`src/rtl/period_meter.sv`:
```
// Measures period and high time of a slow asynchronous input in clk cycles.
// Reports on each detected rising edge; flags a stall when no edge arrives for MAX cycles.
module period_meter #(
    parameter int CNT_W = 17
) (
    input  logic             clk,
    input  logic             rst,
    input  logic             sig_in,
    output logic [CNT_W-1:0] period,
    output logic [CNT_W-1:0] high_time,
    output logic             valid,
    output logic             stalled,
    output logic             locked
);

    typedef enum logic [1:0] {
        IDLE,
        MEAS,
        STALL
    } state_t;

    localparam logic [CNT_W-1:0] MAX = '1;
    localparam logic [CNT_W-1:0] ONE = {{(CNT_W-1){1'b0}}, 1'b1};

    state_t           state, state_next;
    logic             s1, s2, s3;
    logic             rise;
    logic [CNT_W-1:0] cnt, cnt_next;
    logic [CNT_W-1:0] hcnt, hcnt_next;
    logic [CNT_W-1:0] period_next, high_time_next;
    logic             valid_next, stalled_next, locked_next;

    // s1/s2 resolve metastability; s3 keeps the previous s2 for edge detection
    always_ff @(posedge clk or posedge rst) begin
        if (rst) begin
            s1 <= 1'b0;
            s2 <= 1'b0;
            s3 <= 1'b0;
        end else begin
            s1 <= sig_in;
            s2 <= s1;
            s3 <= s2;
        end
    end

    assign rise = s2 & ~s3;

    always_ff @(posedge clk or posedge rst) begin
        if (rst) begin
            state     <= IDLE;
            cnt       <= '0;
            hcnt      <= '0;
            period    <= '0;
            high_time <= '0;
            valid     <= 1'b0;
            stalled   <= 1'b0;
            locked    <= 1'b0;
        end else begin
            state     <= state_next;
            cnt       <= cnt_next;
            hcnt      <= hcnt_next;
            period    <= period_next;
            high_time <= high_time_next;
            valid     <= valid_next;
            stalled   <= stalled_next;
            locked    <= locked_next;
        end
    end

    always_comb begin
        state_next     = state;
        cnt_next       = cnt;
        hcnt_next      = hcnt;
        period_next    = period;
        high_time_next = high_time;
        valid_next     = 1'b0;
        stalled_next   = stalled;
        locked_next    = locked;

        case (state)
            IDLE: begin
                if (rise) begin
                    cnt_next   = ONE;
                    hcnt_next  = ONE;
                    state_next = MEAS;
                end
            end

            MEAS: begin
                // A rise on the saturated count still reports, so a period of exactly MAX is measurable
                if (rise) begin
                    period_next    = cnt;
                    high_time_next = hcnt;
                    valid_next     = 1'b1;
                    locked_next    = (cnt == period) && (period != '0);
                    cnt_next       = ONE;
                    hcnt_next      = ONE;
                end else begin
                    if (cnt != MAX) begin
                        cnt_next = cnt + ONE;
                    end
                    if (s2 && (hcnt != MAX)) begin
                        hcnt_next = hcnt + ONE;
                    end
                    if (cnt == MAX) begin
                        state_next   = STALL;
                        stalled_next = 1'b1;
                        locked_next  = 1'b0;
                    end
                end
            end

            STALL: begin
                // The interval that ended here is unknown, so restart without reporting
                if (rise) begin
                    stalled_next = 1'b0;
                    cnt_next     = ONE;
                    hcnt_next    = ONE;
                    state_next   = MEAS;
                end
            end

            default: begin
                state_next = IDLE;
            end
        endcase
    end

endmodule

```
`config.mk`:
```
export PLATFORM = sky130hd
export DESIGN_NAME = period_meter
export DESIGN_NICKNAME = d
export VERILOG_FILES = /design/src/rtl/period_meter.sv
export SDC_FILE = /design/constraint.sdc
export NUM_CORES = 1
export LEC_CHECK = 0
export ABC_CLOCK_PERIOD_IN_PS = 3650
export BUFFER_PORTS_ARGS = -buffer_cell sky130_fd_sc_hd__buf_2
export CORE_ASPECT_RATIO = 0.6
export CORE_UTILIZATION = 25
export DETAILED_ROUTE_END_ITERATION = 8
export MAX_ROUTING_LAYER = met4
export PLACE_DENSITY_LB_ADDON = 0.15
export SLEW_MARGIN = 20
export SYNTH_ARGS = -nofsm -noshare
export SYNTH_HDL_FRONTEND = slang
export SYNTH_SLANG_ARGS = --single-unit
```
`constraint.sdc`:
```
create_clock -name clk -period 3.65 [get_ports clk]
set_clock_uncertainty 0.2 [all_clocks]
set_input_delay 0.1825 -clock clk [delete_from_list [all_inputs] [get_ports clk]]
set_output_delay 0.1825 -clock clk [all_outputs]
set_load 0.02 [all_outputs]
```
Word-level counts from Yosys, hierarchy flattened
Cells that the tools add are included.

storage, ports and cells
  register bits = 76
  input port bits = 3
  output and inout bits = 37
  word-level logic and storage cells = 60

cells by class
  reduce and logical (&&, ||, !) cells = 14
  bitwise gates (word level) = 2
  add/sub/neg operators = 2
  muxes and demuxes = 19
  eq/ne operators = 12

operators by type and width
  operator                                                                 number
  17-bit two-way mux                                                       5
  17-bit one-hot mux with 2 select lines                                   2
  17-bit by 1-bit adder with 17-bit output, second input constant          2
  17-bit inequality test, second input constant                            2
  17-bit equality test                                                     1
  17-bit equality test, second input constant                              1
  17-bit nonzero test                                                      1
  3-bit AND reduction                                                      3
  1-bit two-way mux                                                        7
  2-bit two-way mux                                                        3
  2-bit inequality test, second input constant                             3
  3-bit inequality test, second input constant                             2
  2-bit nonzero test                                                       3
  2-bit one-hot mux with 2 select lines                                    1
  2-bit AND reduction                                                      2
  4-bit AND reduction                                                      1
  2-bit by 1-bit equality test with 1-bit output, second input constant    1
  2-bit equality test, second input constant                               1
  1-bit logical AND                                                        2
  2-bit zero test                                                          1
  2-bit by 1-bit inequality test with 1-bit output, second input constant  1
  1-bit one-hot mux with 2 select lines                                    1
  2-bit OR reduction                                                       1
  1-bit AND                                                                1
  1-bit inverter                                                           1

Longest topological paths before layout
  depth in word-level cells = 5
  depth in mapped cells = 10

Worst setup path after synthesis
OpenSTA, ideal clock, no wires.

  kind = reg-to-reg
  start = register cnt[0]
  end = register cnt[6]
  buffers on the path = 1
  setup slack = 0.963 ns
  data arrival time = 2.366 ns
  stages on the path, launching flop included = 11
  required time = 3.329 ns
  setup time = 0.121 ns
  path through = dfrtp_1 ha_1 nand2_1 nor4_1 and3_1 ha_1 and2b_1 o21ai_1 clkbuf_1 nor3_1 a22o_1

between the ends
  cells in the longest elaborated chain, start to end = 4
  elaborated cells on any way between the ends = 7
  those cells by class = 1 x add/sub; 2 x eq/ne; 3 x mux; 1 x reduce/logical

RTL lines
  item                                      line  text
  start, declared                           28    logic [CNT_W-1:0] cnt, cnt_next;
  start signal, assigned                    60    cnt <= cnt_next;
  17-bit by 1-bit adder with 17-bit output  100   cnt_next = cnt + ONE;
  17-bit two-way mux                        99    if (cnt != MAX) begin
  17-bit two-way mux                        91    if (rise) begin
  17-bit one-hot mux with 2 select lines    80    case (state)

Several ways; a longest one is shown, not always the timed one. The select of a mux whose other input is x is not followed.
A chain may end at the register's enable or synchronous reset.

Worst setup path in the final report
  start = register cnt[0]
  end = register cnt[11]

Same word-level chain as after synthesis.

==> out/results.txt <==
Critical-path cell list -> ha_1 > nand2_1 > nor4_1 > and3_1 > ha_1 > and2b_1 > o211ai_2 > or3_2 > a21oi_1
Post-place setup slack -> 0.562 ns
Hold path depth -> 0
Tmin final -> 3.19 ns
CP Buf/Inv Count -> 0
H-tree depth -> 3
Power Density -> 542 nW/um2
Top-area cell type share of the netlist area -> 51.8%
Hold Vio Cnt, Final -> 0
Cell taking the most area after synthesis -> dfrtp_1
Hold slack -> 0.151 ns
Synth Instances -> 330
Placement Cell Area -> 4060 um2
Maximum clock frequency -> 313 MHz
IO buf count -> 39
Initial antenna violation count -> 0
Status -> finished, final reports clean
Ant diodes -> 0
Initial Util -> 26.2%
Root Buffer Master -> clkbuf_16
Critical Path RT -> 3.67 ns
Setup violators final -> 0
Final setup margin -> 0.459 ns
Ys async rst share -> 100%
R2R cell count -> 9
Design Area, Final -> 4390 um2
Hold EP -> s2$_DFF_PP0_
Layout area overhead -> 19.4%
Synth Area per Inst -> 11.1 um2
Synth top area cells -> dfrtp_1 (52%), mux2_2 (11%), xor2_1 (4.1%)
Max Slew Vio Count -> 0
DRC -> 0
Most common cell on crit path -> ha_1
Count of cell types in the netlist -> 50
Largest net degree at the start of global routing -> 29
Delay-heaviest family, CP -> simple AND/OR/NAND/NOR gates
Rel. slew slack -> 54.3%
Maximum vdd drop -> 0.225 mV
Share of post-route cells with drive strength above 1 -> 28.1%
Sum Neg Setup Slack -> 0 ns
Worst reg2reg setup slack -> 0.46 ns
Clock tree buffer depth -> 2
TritonCTS clock tree -> built
R2R Path End -> cnt[11]$_DFFE_PP0P_
Max stage delay on crit path -> 0.52 ns
Yosys reg bits -> 76
Total power -> 2.38 mW
Final wirelength -> 9.26 mm
Synth Cell Area -> 3670 um2
HPWL Detailed -> 6.62 mm
Clock Sink Count -> 76
Vias in the first global route -> 2614
Ports -> 40
GRT overflow -> 0
Gr usage total -> 13.8%
Register area share after synthesis -> 51.8%
Iteration-0 DRC Markers -> 146
Measured slew at the worst slew-check pin -> 0.679 ns
ANT nets after route -> 0
Total Die Area -> 15200 um2
CORE AREA -> 14000 um2
RSZ-0062 raised after global routing -> false
Post-synth EDFFs -> 0
CP arrival -> 3.21 ns
Synth Warn # -> 0
Worst skew pair latency -> 0.34 ns
Tcrit/Tclk final -> 87.4%
Die W -> 158 um
Primary FF master, synth -> dfrtp_1
Max-cap viol count -> 0
Hold crit path type -> reg -> reg
HP Start -> s1$_DFF_PP0_
Chip height -> 95.9 um
Crit path capture type -> flip-flop
Layout Nets -> 379
Leakage power -> 2.07 nW
Worst-path clk slew -> 0.07 ns
Wire length per cell -> 16.3 um
Drt via density -> 4.75
Syn_nets -> 337
Worst flop-to-flop path startpoint -> cnt[0]$_DFFE_PP0P_
CP max FO -> 13
Routability Congestion -> 0.744
Critical Path Start Type -> flip-flop
Vias -> 2701
Critical path class -> reg -> reg
Post-CTS Setup Bufs -> 0
DR pass1 iterations -> 4
Num CTS Buffers -> 9
Crit-path slowest cell -> nor4_1
First-pass GRT wire length -> 15.0 mm
FP Rows -> 33
cells by family (layout without fill, tap and decap cells):
family / count (synthesis) / in the layout / share of synthesized area (%)
simple gates: 98 / 98 / 15.1
flops: 76 / 76 / 51.8
compound gates: 70 / 70 / 12.1
mux: 36 / 36 / 11.0
buf+inv: 25 / 72 / 3.71
xor+xnor: 21 / 21 / 5.01
fa+ha+maj: 4 / 4 / 1.36
sequential cells by signal (all words and copies together) (netlist names):
register,count
state,2
s1,1
locked,1
period,17
cnt,17
stalled,1
s2,1
s3,1
high_time,17
hcnt,17
valid,1
power by group:
part	switching (mW)	internal [mW]
clock	0.380	0.555
sequential	0.115	0.926
combinational	0.237	0.167
per-layer routing:
layer  track usage [%]  share of wire, %  vias up
met2              16.1                35       57
met5                 -                 0        -
li1                  -                 -     1305
met1              22.3                59     1329
met3              3.69               4.6       10
met4              2.64              0.89        0
final cells by class:
type / count / area [um2]
Inverter: 8 / 31.3
Timing Repair Buffer: 48 / 268
Sequential cell: 76 / 1900
Clock inverter: 6 / 71.3
Fill cell: 1419 / 9610
Clock buffer: 10 / 239
Tap cell: 192 / 240
Multi-Input combinational cell: 229 / 1640
stage by stage:
step,utilization (%),cells
after floorplan,-,330
after global placement,29.0,551
after detailed placement,29.0,551
after CTS,31.3,569
after global routing,31.3,569
final,31.3,569
worst register-to-register path, delay by kind of cell (launching register included):
| kind | cells | cell delay [ns] |
|---|---|---|
| compound gates | 2 | 0.50 |
| simple gates | 5 | 1.40 |
| flops | 1 | 0.45 |
| fa+ha+maj | 2 | 0.51 |
cells in the mapped netlist (4+ instances only):
library cell  number
o21ai_0           20
buf_6              4
nand4_1            5
nor2b_1            4
or3_1              9
ha_1               4
mux2_2            35
xor2_1            17
buf_2              7
or4_1              8
nor4_1             9
nand3_1           10
o31ai_1            7
nand2_1           20
nor2_1             9
dfrtp_1           76
inv_1              8
and3_1             4
clkbuf_1           5
nor3_1             5
a21oi_1           19
a22o_1             6
xnor2_1            4
cell usage in the layout, fill, tap and decap left out, types with 2 or more instances in the layout:
master         count
nor3_1             5
a21oi_1           19
buf_4              7
xor2_1            17
mux2_2            35
dlygate4sd3_1      2
o31ai_1            7
o22ai_1            3
nand2b_1           3
clkbuf_16          9
inv_6              2
a22o_1             6
or3_1              9
dfrtp_1           76
ha_1               4
a211oi_1           3
and2b_1            2
and3_1             4
clkinvlp_4         2
nor2b_1            4
o21ai_0           20
inv_1              7
or4_1              8
nor4_1             9
nand3_1           10
nand4_1            5
buf_2             39
nand2_1           20
nor2_1             9
xnor2_1            4
worst max path at each step:
| stage | cells past startpoint | end | from | slack, ns |
|---|---|---|---|---|
| final | 9 | cnt[11]$_DFFE_PP0P_ | cnt[0]$_DFFE_PP0P_ | 0.46 |
| after global routing | 9 | cnt[9]$_DFFE_PP0P_ | cnt[0]$_DFFE_PP0P_ | 0.23 |
| after CTS | 9 | cnt[5]$_DFFE_PP0P_ | cnt[0]$_DFFE_PP0P_ | 0.54 |
| after detailed placement | 9 | cnt[11]$_DFFE_PP0P_ | cnt[0]$_DFFE_PP0P_ | 0.56 |
| after global placement | 9 | cnt[11]$_DFFE_PP0P_ | cnt[0]$_DFFE_PP0P_ | 0.50 |
| after floorplan | 10 | cnt[6]$_DFFE_PP0P_ | cnt[0]$_DFFE_PP0P_ | 0.96 |
what timing repair did:
action | 4_1_cts | 5_1_grt
endpoints found under the hold margin | 27 | 0
resized for setup | 0 | 0
hold buffers | 2 | 0
No activity file was read; power rests on OpenSTA's default activity.
